**src/rtl/display_scanner_pkg.sv**
```systemverilog
// Shared constants, state encoding and helpers for the multiplexed display scanner.
package display_scanner_pkg;

  localparam int BIN_WIDTH    = 14;
  localparam int BCD_WIDTH    = 16;
  localparam int SHIFT_CYCLES = 14;

  localparam logic [3:0]  DIGIT_DASH   = 4'd10;
  localparam logic [13:0] MAX_UNSIGNED = 14'd9999;
  localparam logic [13:0] MAX_NEG      = 14'd999;

  // Active-low anode patterns, bit 0 is the rightmost digit.
  localparam logic [3:0] ANODE_0   = 4'b1110;
  localparam logic [3:0] ANODE_1   = 4'b1101;
  localparam logic [3:0] ANODE_2   = 4'b1011;
  localparam logic [3:0] ANODE_3   = 4'b0111;
  localparam logic [3:0] ANODE_OFF = 4'b1111;

  // Conversion FSM encoding.
  localparam logic [1:0] ST_IDLE   = 2'd0;
  localparam logic [1:0] ST_SHIFT  = 2'd1;
  localparam logic [1:0] ST_COMMIT = 2'd2;

  // Four display registers, element 3 is the leftmost digit.
  typedef logic [3:0][3:0] digits_t;

  // Double-dabble correction: every BCD nibble of 5 or more gets 3 added
  // so that the following left shift carries correctly into the next decade.
  function automatic logic [BCD_WIDTH-1:0] dabble_adjust(input logic [BCD_WIDTH-1:0] bcd);
    logic [BCD_WIDTH-1:0] result;
    result = bcd;
    for (int i = 0; i < 4; i++) begin
      if (bcd[i*4 +: 4] >= 4'd5) begin
        result[i*4 +: 4] = bcd[i*4 +: 4] + 4'd3;
      end
    end
    return result;
  endfunction

  // Anode pattern for a given scan index.
  function automatic logic [3:0] anode_for(input logic [1:0] index);
    logic [3:0] pattern;
    case (index)
      2'd0:    pattern = ANODE_0;
      2'd1:    pattern = ANODE_1;
      2'd2:    pattern = ANODE_2;
      default: pattern = ANODE_3;
    endcase
    return pattern;
  endfunction

endpackage

```
**src/rtl/display_scanner_bcd_converter.sv**
```systemverilog
// Sequential double-dabble converter: 14-bit binary in, four BCD digits out
// after exactly fourteen shift cycles, with a one-cycle done pulse.
module bcd_converter
  import display_scanner_pkg::*;
(
  input  logic                 clk,
  input  logic                 rst_n,
  input  logic                 start,
  input  logic [BIN_WIDTH-1:0] bin_in,
  output logic [BCD_WIDTH-1:0] bcd_out,
  output logic                 done
);

  logic [BCD_WIDTH+BIN_WIDTH-1:0] shift_reg;
  logic [3:0]                     count;
  logic                           active;

  // Load on start, then adjust-and-shift the combined {BCD, binary} register
  // once per cycle; done pulses after the final shift.
  always_ff @(posedge clk) begin
    if (!rst_n) begin
      shift_reg <= '0;
      count     <= 4'd0;
      active    <= 1'b0;
      done      <= 1'b0;
    end else begin
      done <= 1'b0;
      if (start) begin
        shift_reg <= {{BCD_WIDTH{1'b0}}, bin_in};
        count     <= 4'd0;
        active    <= 1'b1;
      end else if (active) begin
        shift_reg <= {dabble_adjust(shift_reg[BCD_WIDTH+BIN_WIDTH-1:BIN_WIDTH]),
                      shift_reg[BIN_WIDTH-1:0]} << 1;
        count     <= count + 4'd1;
        if (count == 4'(SHIFT_CYCLES - 1)) begin
          active <= 1'b0;
          done   <= 1'b1;
        end
      end
    end
  end

  assign bcd_out = shift_reg[BCD_WIDTH+BIN_WIDTH-1:BIN_WIDTH];

endmodule

```
**src/rtl/display_scanner.sv**
```systemverilog
// Four-digit multiplexed display driver: converts a signed magnitude to BCD,
// applies sign/overflow dashes, and scans the digits onto a common decoder.
module display_scanner
  import display_scanner_pkg::*;
#(
  parameter int REFRESH_DIV = 100000
) (
  input  logic        clk,
  input  logic        rst_n,
  input  logic [13:0] value,
  input  logic        negative,
  input  logic        load,
  output logic        busy,
  output logic        done,
  output logic [3:0]  digit,
  output logic [3:0]  enable
);

  localparam int                CNT_W    = (REFRESH_DIV > 1) ? $clog2(REFRESH_DIV) : 1;
  localparam logic [CNT_W-1:0]  CNT_LAST = CNT_W'(REFRESH_DIV - 1);

  logic [1:0]           state;
  logic [13:0]          cap_value;
  logic                 cap_negative;
  digits_t              disp;
  digits_t              commit_digits;
  logic                 conv_start;
  logic [BCD_WIDTH-1:0] conv_bcd;
  logic                 conv_done;
  logic [CNT_W-1:0]     refresh_count;
  logic [1:0]           scan_index;

  // The converter is started on the same edge that captures the request.
  assign conv_start = (state == ST_IDLE) && load;

  bcd_converter u_bcd_converter (
    .clk     (clk),
    .rst_n   (rst_n),
    .start   (conv_start),
    .bin_in  (value),
    .bcd_out (conv_bcd),
    .done    (conv_done)
  );

  // Choose what the display registers receive at commit: all dashes on
  // overflow, a leading dash for small negatives, otherwise the plain digits.
  always_comb begin
    commit_digits = digits_t'(conv_bcd);
    if ((cap_value > MAX_UNSIGNED) || (cap_negative && (cap_value > MAX_NEG))) begin
      commit_digits = {DIGIT_DASH, DIGIT_DASH, DIGIT_DASH, DIGIT_DASH};
    end else if (cap_negative) begin
      commit_digits[3] = DIGIT_DASH;
    end
  end

  // Conversion FSM: capture in IDLE, wait for the converter in SHIFT,
  // write the display registers and pulse done in COMMIT.
  always_ff @(posedge clk) begin
    if (!rst_n) begin
      state        <= ST_IDLE;
      busy         <= 1'b0;
      done         <= 1'b0;
      cap_value    <= 14'd0;
      cap_negative <= 1'b0;
      disp         <= '0;
    end else begin
      done <= 1'b0;
      case (state)
        ST_IDLE: begin
          if (load) begin
            cap_value    <= value;
            cap_negative <= negative;
            busy         <= 1'b1;
            state        <= ST_SHIFT;
          end
        end
        ST_SHIFT: begin
          if (conv_done) begin
            busy  <= 1'b0;
            state <= ST_COMMIT;
          end
        end
        ST_COMMIT: begin
          disp  <= commit_digits;
          done  <= 1'b1;
          state <= ST_IDLE;
        end
        default: begin
          busy  <= 1'b0;
          state <= ST_IDLE;
        end
      endcase
    end
  end

  // Refresh divider: each wrap moves the scan to the next digit position.
  always_ff @(posedge clk) begin
    if (!rst_n) begin
      refresh_count <= '0;
      scan_index    <= 2'd0;
    end else if (refresh_count == CNT_LAST) begin
      refresh_count <= '0;
      scan_index    <= scan_index + 2'd1;
    end else begin
      refresh_count <= refresh_count + CNT_W'(1);
    end
  end

  // Registered anode and digit outputs so both change on the same edge.
  always_ff @(posedge clk) begin
    if (!rst_n) begin
      enable <= ANODE_OFF;
      digit  <= 4'd0;
    end else begin
      enable <= anode_for(scan_index);
      digit  <= disp[scan_index];
    end
  end

endmodule

```
**config.mk**
```make
export PLATFORM = sky130hd
export DESIGN_NAME = display_scanner
export DESIGN_NICKNAME = d
export VERILOG_FILES = /design/src/rtl/display_scanner_pkg.sv /design/src/rtl/display_scanner_bcd_converter.sv /design/src/rtl/display_scanner.sv
export SDC_FILE = /design/constraint.sdc
export NUM_CORES = 1
export LEC_CHECK = 0
export BUFFER_PORTS_ARGS = -buffer_cell sky130_fd_sc_hd__buf_2
export CORE_MARGIN = 3
export CORE_UTILIZATION = 64
export CTS_CLUSTER_SIZE = 14
export DETAILED_ROUTE_END_ITERATION = 6
export GPL_TIMING_DRIVEN = 0
export PLACE_DENSITY = 0.84
export SYNTH_ARGS = -nofsm -noshare
export SYNTH_HDL_FRONTEND = slang
export SYNTH_SLANG_ARGS = --single-unit
export TNS_END_PERCENT = 10
```
**constraint.sdc**
```tcl
create_clock -name clk -period 4.3 [get_ports clk]
set_clock_uncertainty 0.1 [all_clocks]
set_input_delay 0 -clock clk [delete_from_list [all_inputs] [get_ports clk]]
set_output_delay 0 -clock clk [all_outputs]
set_load 0.05 [all_outputs]
```
Word-level counts from Yosys, hierarchy flattened
Cells that the tools add are included.
Widths: inputs -> output; s select.
{"block": "word_totals", "reg_bits": 98, "out_inout_bits": 10}
{"block": "op_classes", "addsub": 7, "n_lt_le_gt_ge": 7, "eq_ne": 8, "muxes": 23, "bitwise": 3, "reduce_logical": 12}
{"cell": "$mux 14", "count": 2}
{"cell": "$mux 4", "count": 6}
{"cell": "$add 17x1->17 const B", "count": 1}
{"cell": "$eq 17x17->1 const B", "count": 1}
{"cell": "$ge 4x3->1 const B", "count": 4}
{"cell": "$gt 14x10->1 const B", "count": 1}
{"cell": "$gt 14x14->1 const B", "count": 1}
{"cell": "$add 4x2->4 const B", "count": 3}
{"cell": "$mux 12", "count": 1}
{"cell": "$pmux 4 s3", "count": 1}
{"cell": "$bmux 4 s2", "count": 1}
{"cell": "$mux 1", "count": 7}
{"cell": "$add 4x1->4 const B", "count": 1}
{"cell": "$eq 2x1->1 const B", "count": 2}
{"cell": "$eq 2x2->1 const B", "count": 2}
{"cell": "$eq 4x4->1 const B", "count": 1}
{"cell": "$logic_not 2->1", "count": 2}
{"cell": "$mux 2", "count": 2}
{"cell": "$pmux 2 s2", "count": 1}
{"cell": "$reduce_and 2->1", "count": 2}
{"cell": "$reduce_or 2->1", "count": 2}
{"cell": "$add 3x2->3 const B", "count": 1}
{"cell": "$lt 2x3->1 const B", "count": 1}
{"cell": "$mux 3", "count": 1}
{"cell": "10 further kinds", "count": 13}

Longest topological paths before layout
Gate-level depths: netlist (run 1).
{"block": "depth", "depth_word": 4, "ltp_mapped": 6}

Modules after synthesis
From an unflattened synthesis (run 1), not the netlist that was laid out.
{"block": "unflattened", "hier_cells": 505, "area_unflattened_um2": 4500.6}
{"module": "display_scanner", "n_inst": 1, "cells_per_inst": 254, "area_per_inst_um2": 2392.3, "seq_area_each_um2": 1181.1}
{"module": "bcd_converter", "n_inst": 1, "cells_per_inst": 251, "area_per_inst_um2": 2108.3, "seq_area_each_um2": 720.7}

Least setup slack after synthesis (run 1)
Ideal clock, no wire load.
{"block": "synth_timing", "path_type": "flip-flop to flip-flop", "start": "register refresh_count[9]", "end": "register refresh_count[10]", "arrival_ps": 1465, "t_required_ps": 4085, "slack_ps": 2621, "path_stages_with_launch": 6, "path_buffers": 1, "synth_period_minus_slack_ps": 1679, "cell_sequence": "dfxtp_1 -> nand2_1 -> or3_4 -> o41ai_4 -> buf_6 -> nor2_1"}
{"block": "synth_between", "elab_chain_cells": 2, "word_cells_on_any_way": 3, "cone_classes": "1 x add/sub; 1 x eq/ne; 1 x reduce/logical"}
{"element": "start, declared", "line": "display_scanner.sv:30", "source": "logic [CNT_W-1:0] refresh_count;"}
{"element": "start signal, assigned", "line": "display_scanner.sv:105", "source": "refresh_count <= refresh_count + CNT_W'(1);"}
{"element": "parallel branches: the longest is 2 deep, another holds $add 17x1->17"}
Several ways; the timed one is not identified.
A chain may end at the register's enable or synchronous reset.

Worst setup path after layout (run 1)
{"block": "layout_timing", "start": "register refresh_count[2]", "end": "register scan_index[0]"}
{"block": "layout_between", "elab_chain_cells": 1}
{"element": "$eq 17x17->1", "line": "display_scanner.sv:101", "source": "end else if (refresh_count == CNT_LAST) begin"}
{"element": "end signal, assigned", "line": "display_scanner.sv:103", "source": "scan_index <= scan_index + 2'd1;"}
{"element": "end, declared", "line": "display_scanner.sv:31", "source": "logic [1:0] scan_index;"}
Every way passes these cells.

==> flow_metrics.env, run 1 <==
export IMPL_status="finished clean"
export IMPL_ff2ff_path_depth=4
export IMPL_die_w_um=86.55
export IMPL_tightest_slew_ps=704.7
export IMPL_ys_warn_count=0
export IMPL_die_height_um=86.55
export IMPL_clockBufferDepth=2
export IMPL_grt_pass1_vias=3504
export IMPL_postCtsSetupBuffers=0
export IMPL_overflow=0
export IMPL_ys_ff_latch=95
export IMPL_hold_buffers=16
export IMPL_r2r_start="refresh_count[2]"
export IMPL_layout_min_cycle_time_ps=1952
export IMPL_rsz0062_at_grt="false"
export IMPL_end_kind="flop"
export IMPL_dp_hpwl_mm=6.351
export IMPL_drive_gt1_share_pct=11.52
export IMPL_holdCritPathClass="input port to flop"
export IMPL_largest_reg_flops=30
export IMPL_fin_area_um2=4712
export IMPL_wire_per_inst_um=15.64
export IMPL_hold_viol=0
export IMPL_firstDrtPassIters=5
export IMPL_critPathLaunchType="flop"
export IMPL_drcViolationCount=0
export IMPL_synthFlopType="dfxtp_1"
export IMPL_clk_latency_ps=370
export IMPL_crit_type="flop to flop"
export IMPL_min_path_cells=3
export IMPL_holdPathEnd="refresh_count[15]"
export IMPL_async_flop_share_pct=0
export IMPL_p_total_mw=1.602
export IMPL_cp_data_required_time_ps=4500
export IMPL_worstHoldStart="rst_n"
export IMPL_rrSetupSlack_ps=2350
export IMPL_port_buffers=26
export IMPL_synth_area_um2=4153
export IMPL_numCtsBuffers=9
export IMPL_grt_start_max_net_pins=16
export IMPL_whs_ps=62.47
export IMPL_place_inst=564
export IMPL_initial_core_util_pct=68.12
export IMPL_post_route_period_util_pct=45.40
export IMPL_finish_net_count=549
export IMPL_area_growth_pct=13.47
export IMPL_syn_num_nets=496
export IMPL_htreeDepth=3
export IMPL_cts_tree="built"
export IMPL_die_area_um2=7491
export IMPL_fin_tns_setup_ps=0
export IMPL_clk_transition_reported_paths_ps=100
export IMPL_cap_violations=0
export IMPL_routed_wl_mm=9.323
export IMPL_worstPathMaxFanout=8
export IMPL_dpl_cell_area_um2=4377
export IMPL_drv_slew=0
export IMPL_groute_usage_overall_pct=27.28
export IMPL_synth_cell_types=39
export IMPL_root_buffer="clkbuf_8"
export IMPL_synthCells=463
export IMPL_viasPerCell=5.918
export IMPL_final_common_cell="dfxtp_1"
export IMPL_fin_cells=596
export IMPL_ios=28
export IMPL_core_area_um2=6096
export IMPL_route_vias_total=3527
export IMPL_synth_edff_count=0
export IMPL_vdd_drop_max_mv=0.2577
export IMPL_drt_iter0_drc=273
export IMPL_fillers=407
export IMPL_power_leakage_nw=1.664
export IMPL_cts_sinks=95
export IMPL_rows=28
export IMPL_diodes=0
export IMPL_layout_common_cells="95 x dfxtp_1, 70 x nand2_1, 31 x nor2_1"
export IMPL_ys_seq_area_share_pct=45.80
export IMPL_powerDensity_nw_per_um2=339.9
export IMPL_maxSlewHeadroom_pct=52.59
export IMPL_post_cts_resized=0
export IMPL_fmax_ghz=0.5122
export IMPL_gp_congestion=0.8504
export IMPL_cp_arrival_ps=2160
export IMPL_antenna_found_initial=0
export IMPL_grt_pass1_wl_mm=16.04
export IMPL_timing_rr_end="scan_index[0]"
export IMPL_synth_area_per_cell_um2=8.969
export IMPL_setup_viol=0
export IMPL_postRouteAntennaNets=0
## synthesized netlist by cell type, types with 8 or more instances
| master | instances | area, um2 |
|---|---|---|
| nand4_1 | 8 | 50.05 |
| dfxtp_1 | 95 | 1902 |
| ha_1 | 15 | 187.7 |
| and2_1 | 20 | 125.1 |
| o22ai_1 | 11 | 68.82 |
| nor2_1 | 31 | 116.4 |
| xnor2_1 | 15 | 131.4 |
| inv_1 | 21 | 78.83 |
| o221a_2 | 8 | 90.09 |
| a21boi_0 | 13 | 97.59 |
| o21ai_0 | 25 | 125.1 |
| a21oi_1 | 13 | 65.06 |
| clkbuf_1 | 20 | 75.07 |
| mux2i_1 | 16 | 160.2 |
| nand3_1 | 16 | 80.08 |
| nand2_1 | 70 | 262.8 |
| nor4_1 | 8 | 50.05 |
## per-layer routing
metal / share of wire [%] / routed length (um) / GRT usage, %
met3: 5.4 / 502 / 4.563
met2: 49 / 4527 / 44.78
met5: 0 / 0 / 0
met1: 42 / 3950 / 33.68
met4: 3.7 / 344 / 16.01
## report_power, final
group          leakage [nW]  switching, mW  internal [mW]
Sequential            0.772         0.0191          0.902
Clock                0.0853          0.312          0.225
Combinational         0.807         0.0845         0.0592
Total                  1.66          0.415           1.19
## per-stage QoR
step / utilization (%) / setup slack [ps]
4_1_cts: 77.30 / 2344
6_report: 77.30 / 2348
2_1_floorplan: - / 2621
3_5_place_dp: 71.80 / 2410
3_3_place_gp: 71.80 / 2435
5_1_grt: 77.30 / 2212
## cells by family (layout without fill, tap and decap cells)
kind of cell             count (synthesis)  count (layout)  synth area share (%)
AO/OA/AOI/OAI                           89              89                 14.70
flip-flops                              95              95                 45.80
buffers and inverters                   47             105                 4.519
multiplexers                            20              20                 6.026
adder cells (fa/ha/maj)                 15              15                 4.519
XOR/XNOR                                19              19                 4.007
AND/OR/NAND/NOR                        178             178                 20.43
## worst max-delay path by stage
stage | slack [ps] | endpoint | startpoint
2_1_floorplan | 2620 | refresh_count[10] | refresh_count[9]
3_3_place_gp | 2430 | scan_index[1] | refresh_count[9]
3_5_place_dp | 2410 | scan_index[1] | refresh_count[9]
4_1_cts | 2340 | scan_index[1] | refresh_count[2]
5_1_grt | 2210 | refresh_count[7] | refresh_count[2]
6_report | 2350 | scan_index[0] | refresh_count[2]
## cell type report
class	count	area (um2)	share of cell area, %
clock buffer	11	141.4	3.001
timing repair buffer	42	290.3	6.160
inverter	21	78.83	1.673
multi-input combinational	321	2063	43.79
sequential	95	1902	40.36
buffer	26	108.9	2.310
clock inverter	5	33.78	0.7169
tap	75	93.84	1.992
## worst max-delay path, cell delays in order, from the launching register on
cell,delay (ps)
dfxtp_1,350
clkbuf_1,270
nand3_2,240
nor4_1,690
mux2i_1,240
Note: power is estimated with default switching activity, not from simulation.
==> inputs of run 2 (changes only) <==
Settings changed: CORE_UTILIZATION 64 to 60, PLACE_DENSITY 0.84 to 0.79.
Clock period 4.3 ns to 1.9 ns, I/O delays scaled along.
==> run 2 against run 1 <==
Compared with the run above:
- sequential power increased by 130%
- core utilization shrank 4.8 points
- fmax grew 6.1%
- largest cell class unchanged
==> flow_metrics.env, run 2 (synthesis results as in run 1) <==
export IMPL_area_growth_pct=14.10
export IMPL_status="finished clean"
export IMPL_cpMostUsedCell="clkbuf_1"
export IMPL_p_int_mw=2.678
export IMPL_vdd_drop_max_mv=0.4546
export IMPL_antenna_found_initial=0
export IMPL_powerDensity_nw_per_um2=754.7
export IMPL_core_area_um2=6531
export IMPL_fmax_ghz=0.5434
export IMPL_layout_common_cells="93 x dfxtp_1, 70 x nand2_1, 31 x nor2_1"
export IMPL_ios=28
export IMPL_power_leakage_nw=1.684
export IMPL_grt_pass1_wl_mm=15.01
export IMPL_worstPathMaxFanout=10
export IMPL_clk_latency_ps=350
export IMPL_drcViolationCount=0
export IMPL_comb_power_share_pct=9.2
export IMPL_gp_congestion=0.9043
export IMPL_final_common_cell="dfxtp_1"
export IMPL_p_total_mw=3.576
export IMPL_cp_cell_sequence="clkbuf_1 -> clkbuf_1 -> o21ai_0 -> nand2_1 -> a21oi_1"
export IMPL_fillers=503
export IMPL_htreeDepth=3
export IMPL_drive_gt1_share_pct=13.22
export IMPL_initial_core_util_pct=63.58
export IMPL_worst_path_buf_inv=2
export IMPL_fin_cells=599
export IMPL_die_height_um=89.20
export IMPL_root_buffer="clkbuf_8"
export IMPL_numCtsBuffers=9
export IMPL_clk_transition_reported_paths_ps=90
export IMPL_post_route_period_util_pct=96.85
export IMPL_setup_viol=0
export IMPL_cp_data_required_time_ps=2020
export IMPL_crit_type="flop to flop"
export IMPL_grt_start_max_net_pins=15
export IMPL_whs_ps=42.31
export IMPL_cp_arrival_ps=1960
export IMPL_drv_slew=0
export IMPL_port_buffers=26
export IMPL_p_sw_share_pct=25.11
export IMPL_holdCritPathClass="input port to flop"
export IMPL_overflow=0
export IMPL_dp_hpwl_mm=6.455
export IMPL_place_inst=566
export IMPL_end_kind="flop"
export IMPL_wire_per_inst_um=15.22
export IMPL_finish_net_count=551
export IMPL_drt_iter0_drc=174
export IMPL_rows=29
export IMPL_largest_reg_flops=30
export IMPL_clock_power_share_pct=32.6
export IMPL_firstDrtPassIters=5
export IMPL_slowest_delay_ps=490
export IMPL_hold_viol=0
export IMPL_groute_usage_overall_pct=24.48
export IMPL_die_w_um=89.20
export IMPL_cts_sinks=95
export IMPL_p_seq_share_pct=58.3
export IMPL_diodes=0
export IMPL_cap_violations=0
export IMPL_routed_wl_mm=9.118
export IMPL_route_vias_total=3467
export IMPL_crit_slowest_cell="clkbuf_1"
export IMPL_maxSlewHeadroom_pct=58.95
export IMPL_viasPerCell=5.788
export IMPL_layout_min_cycle_time_ps=1840
export IMPL_p_switching_mw=0.8980
export IMPL_clockBufferDepth=2
export IMPL_rsz0062_at_grt="true"
export IMPL_grt_pass1_vias=3227
export IMPL_path_delay_family="buffers and inverters"
export IMPL_cts_tree="built"
export IMPL_postRouteAntennaNets=0
export IMPL_die_area_um2=7956
export IMPL_critPathLaunchType="flop"
export IMPL_tightest_slew_ps=615.8
-- run 2: cell types whose count changed in the layout (fill, tap and decap cells not counted), moves of 2 or more --
| cell | previous run | this run |
|---|---|---|
| buf_4 | 0 | 2 |
| clkbuf_1 | 21 | 18 |
| clkbuf_2 | 0 | 3 |
| dfxtp_2 | 0 | 2 |
| dfxtp_1 | 95 | 93 |
-- run 2: routing by layer --
layer	routed length, um	share of wire [%]	GRT usage, %	up-vias
met1	4151	46	31.42	1646
li1	-	-	-	1708
met5	0	0	0	-
met2	4419	48	42.00	99
met4	120	1.3	7.713	0
met3	426	4.7	4.147	14
-- run 2: cell type report --
class | instances | area, um2 | share of cell area [%]
timing repair buffer | 44 | 305.3 | 6.443
inverter | 21 | 78.83 | 1.664
tap | 77 | 96.34 | 2.033
clock inverter | 4 | 22.52 | 0.4753
multi-input combinational | 321 | 2077 | 43.83
sequential | 95 | 1904 | 40.19
buffer | 26 | 112.6 | 2.377
clock buffer | 11 | 141.4 | 2.984
-- run 2: stage by stage --
step	setup TNS (ps)	utilization, %	cell area [um2]	setup slack (ps)
after floorplan	0	-	4153	220.5
after global placement	0	67.05	4379	10.34
after detailed placement	-89.64	67.05	4379	-63.46
after CTS	0	72.15	4712	1.309
after global routing	-302.4	72.55	4738	-61.87
final	0	72.55	4738	59.79
-- run 2: power by group through the flow --
stage	combinational, mW	sequential [mW]	clock, mW
floorplan	0.201	2.13	0
CTS	0.319	2.08	1.18
finish	0.329	2.08	1.16
global placement	0.283	2.13	0
detailed placement	0.293	2.13	0
global route	0.363	2.09	1.27
-- run 2: worst paths after layout --
| kind | slack (ps) | from | depth (start not counted) | to |
|---|---|---|---|---|
| worst max register to register | 60 | u_bcd_converter.active | 5 | u_bcd_converter.shift_reg[25] |
| worst min register to register | 380 | refresh_count[0] | 1 | refresh_count[0] |
| worst max-delay path | 60 | u_bcd_converter.active | 5 | u_bcd_converter.shift_reg[25] |
| worst min-delay path | 40 | rst_n | 3 | refresh_count[16] |
-- run 2: what timing repair did --
action | 4_1_cts | 5_1_grt
buffers inserted | 0 | 2
hold endpoints to repair | 28 | 0
hold buffers | 16 | 0
pin swaps | 0 | 1
gates resized for setup | 2 | 9
endpoints found under the setup margin | 2 | 40
-- run 2: tightest hold or removal path: cells and delay by family --
kind / cells / cell delay [ps]
simple gates: 1 / 60
compound gates: 1 / 160
buf+inv: 1 / 240
==> inputs of run 3 (changes only) <==
Settings changed: CELL_PAD_IN_SITES_DETAIL_PLACEMENT set to 0, CELL_PAD_IN_SITES_GLOBAL_PLACEMENT set to 2, CORE_UTILIZATION 60 to 38, PLACE_DENSITY 0.79 to unset, PLACE_DENSITY_LB_ADDON set to 0.1, SYNTH_HIERARCHICAL set to 1.
==> run 3 against run 2 <==
Compared with the run above:
- hold slack improved by 310 ps
- non-clock buffer count rose by 22
- largest cell class unchanged
- clock power rose by 50%
==> flow_metrics.env, run 3 <==
export IMPL_initial_core_util_pct=39.08
export IMPL_place_inst=675
export IMPL_synth_simple_gate_area_share_pct=22.74
export IMPL_ff_latch_area_um2=1906
export IMPL_die_w_um=114.8
export IMPL_cts_tree="built"
export IMPL_fin_area_um2=5334
export IMPL_grt_pass1_vias=3415
export IMPL_power_leakage_nw=1.957
export IMPL_cap_violations=0
export IMPL_largest_reg_flops=30
export IMPL_p_total_mw=4.272
export IMPL_ys_seq_area_share_pct=42.26
export IMPL_hold_viol=0
export IMPL_core_area_um2=11520
export IMPL_ios=28
export IMPL_layout_min_cycle_time_ps=1807
export IMPL_timing_rr_end="refresh_count[15]"
export IMPL_comb_power_share_pct=10.1
export IMPL_rrSetupSlack_ps=90
export IMPL_grt_pass1_wl_mm=17.90
export IMPL_p_sw_share_pct=24.94
export IMPL_viasPerCell=5.093
export IMPL_rows=39
export IMPL_clock_power_share_pct=40.7
export IMPL_antenna_found_initial=0
export IMPL_postRouteAntennaNets=0
export IMPL_synth_compound_area_share_pct=14.12
export IMPL_wire_per_inst_um=15.23
export IMPL_route_vias_total=3606
export IMPL_holdCritPathClass="flop to flop"
export IMPL_worst_slack_ps=92.61
export IMPL_synth_area_leader_cell="dfxtp_1"
export IMPL_critPathLaunchType="flop"
export IMPL_area_growth_pct=18.52
export IMPL_p_seq_share_pct=49.1
export IMPL_numCtsBuffers=9
export IMPL_gp_congestion=0.8032
export IMPL_r2r_start="refresh_count[3]"
export IMPL_yosysMostFrequentCell="dfxtp_1"
export IMPL_clockBufferDepth=2
export IMPL_diodes=0
export IMPL_end_kind="flop"
export IMPL_drive_gt1_share_pct=18.05
export IMPL_die_area_um2=13190
export IMPL_multi_input_area_um2=2257
export IMPL_fin_cells=708
export IMPL_worstHoldStart="u_bcd_converter/done"
export IMPL_crit_type="flop to flop"
export IMPL_rsz0062_at_grt="false"
export IMPL_synth_area_um2=4501
export IMPL_die_height_um=114.8
export IMPL_port_buffers=27
export IMPL_synthTopCellsByArea="dfxtp_1 42%, nand2_1 6.4%, ha_1 4.2%, mux2i_1 3.3%, buf_4 3.0%"
export IMPL_synthMuxAreaShare_pct=5.338
export IMPL_setup_viol=0
export IMPL_synth_xor_area_share_pct=3.503
export IMPL_fillers=1132
export IMPL_netlist_area_leader_share_pct=42.26
export IMPL_fin_tns_setup_ps=0
export IMPL_status="finished clean"
export IMPL_ys_ff_latch=95
export IMPL_synth_top_family_by_area="simple AND/OR/NAND/NOR gates"
export IMPL_synthCells=505
export IMPL_ys_warn_count=6
export IMPL_layout_common_cells="92 x dfxtp_1, 76 x nand2_1, 33 x buf_2"
export IMPL_root_buffer="clkbuf_16"
export IMPL_ys_top_cells_by_count="95 x dfxtp_1, 77 x nand2_1, 27 x nor2_1"
export IMPL_p_switching_mw=1.066
export IMPL_grt_start_max_net_pins=16
export IMPL_p_int_mw=3.207
export IMPL_worstPathMaxFanout=5
export IMPL_final_common_cell="dfxtp_1"
export IMPL_dpl_cell_area_um2=4821
export IMPL_powerDensity_nw_per_um2=801.0
export IMPL_finish_net_count=593
export IMPL_overflow=0
export IMPL_routed_wl_mm=10.78
export IMPL_tightest_slew_ps=500.0
export IMPL_firstDrtPassIters=4
export IMPL_cp_arrival_ps=1980
export IMPL_htreeDepth=3
export IMPL_clk_transition_reported_paths_ps=70
export IMPL_ff2ff_path_depth=4
export IMPL_cp_data_required_time_ps=2070
export IMPL_synth_edff_count=0
export IMPL_syn_num_nets=538
export IMPL_async_flop_share_pct=0
export IMPL_dp_hpwl_mm=7.618
export IMPL_holdPathEnd="state[1]"
export IMPL_clk_latency_ps=340
export IMPL_min_path_cells=2
export IMPL_synth_cell_types=47
export IMPL_maxSlewHeadroom_pct=66.66
export IMPL_drcViolationCount=0
export IMPL_groute_usage_overall_pct=17.25
export IMPL_post_route_period_util_pct=95.13
export IMPL_vdd_drop_max_mv=0.3023
export IMPL_synth_adder_area_share_pct=4.170
export IMPL_place_ws_ps=-395.5
export IMPL_synthFlopType="dfxtp_1"
export IMPL_drt_iter0_drc=272
export IMPL_drv_slew=0
export IMPL_fmax_ghz=0.5533
export IMPL_cts_sinks=95
export IMPL_synth_area_per_cell_um2=8.912
## run 3: cell types whose count changed after synthesis, sizes merged, moves of 5 or more
cell / previous run / this run
nand2b: 4 / 12
buf: 6 / 33
clkbuf: 20 / 15
a2111o: 0 / 5
a211oi: 7 / 1
nand2: 70 / 77
## run 3: metrics by stage
stage	util, %	hold WS (ps)
global route	46.32	374.5
finish	46.32	350.9
global placement	41.86	158.3
CTS	46.20	343.3
detailed placement	41.86	169.1
floorplan	-	21.71
## run 3: cell families (layout without fill, tap and decap cells)
logic type	after synthesis	count (layout)
AOI/OAI and AO/OA	92	92
adders and majority gates	15	15
muxes	19	19
DFF	95	95
xor gates and xnor gates	18	18
buffers and inverters	65	125
and+or+nand+nor	201	201
## run 3: final cells by class
| type | instances | share of cell area, % |
|---|---|---|
| multi-input cells | 345 | 42.32 |
| inverters | 17 | 1.196 |
| flip-flops and latches | 95 | 35.73 |
| plain buffers | 46 | 6.029 |
| clock buffers | 12 | 4.809 |
| clock inverters | 4 | 0.5630 |
| well taps | 143 | 3.354 |
| repair buffers | 46 | 6.005 |
## run 3: routing by layer
metal	vias up	wire (um)	track usage, %
li1	1849	-	-
met1	1677	5769	26.82
met2	70	4436	23.44
met3	10	404	2.895
met4	0	170	6.651
met5	-	0	0
## run 3: repair_timing
item                                    CTS  global route
hold endpoints to repair                 29             0
endpoints found under the setup margin   49            46
gates resized for setup                  13             8
hold buffers                             17             0
pin swaps                                 1             1
setup buffers                             1             1
## run 3: how the worst max path moves through the flow
| stage | from | to | slack [ps] | cells past startpoint |
|---|---|---|---|---|
| 2_1_floorplan | state[0] | u_bcd_converter/shift_reg[13] | 20 | 9 |
| 6_report | refresh_count[3] | refresh_count[15] | 90 | 4 |
| 4_1_cts | state[0] | u_bcd_converter/shift_reg[1] | 10 | 8 |
| 3_3_place_gp | state[0] | u_bcd_converter/shift_reg[24] | -400 | 9 |
| 3_5_place_dp | state[0] | u_bcd_converter/count[2] | -400 | 9 |
| 5_1_grt | state[0] | u_bcd_converter/shift_reg[13] | 3 | 8 |
## run 3: power groups by stage
stage               Combinational, mW  Sequential, mW  Clock [mW]
detailed placement              0.392            2.14           0
global route                    0.486            2.11        1.89
CTS                             0.434            2.10        1.80
global placement                0.389            2.14           0
floorplan                       0.271            2.14           0
finish                          0.433            2.10        1.74
## run 3: worst max-delay path, cell delays in order, from the launching register on
cell	delay, ps
dfxtp_1	420
nand3_2	180
or4_4	580
or3_1	320
a21oi_1	140
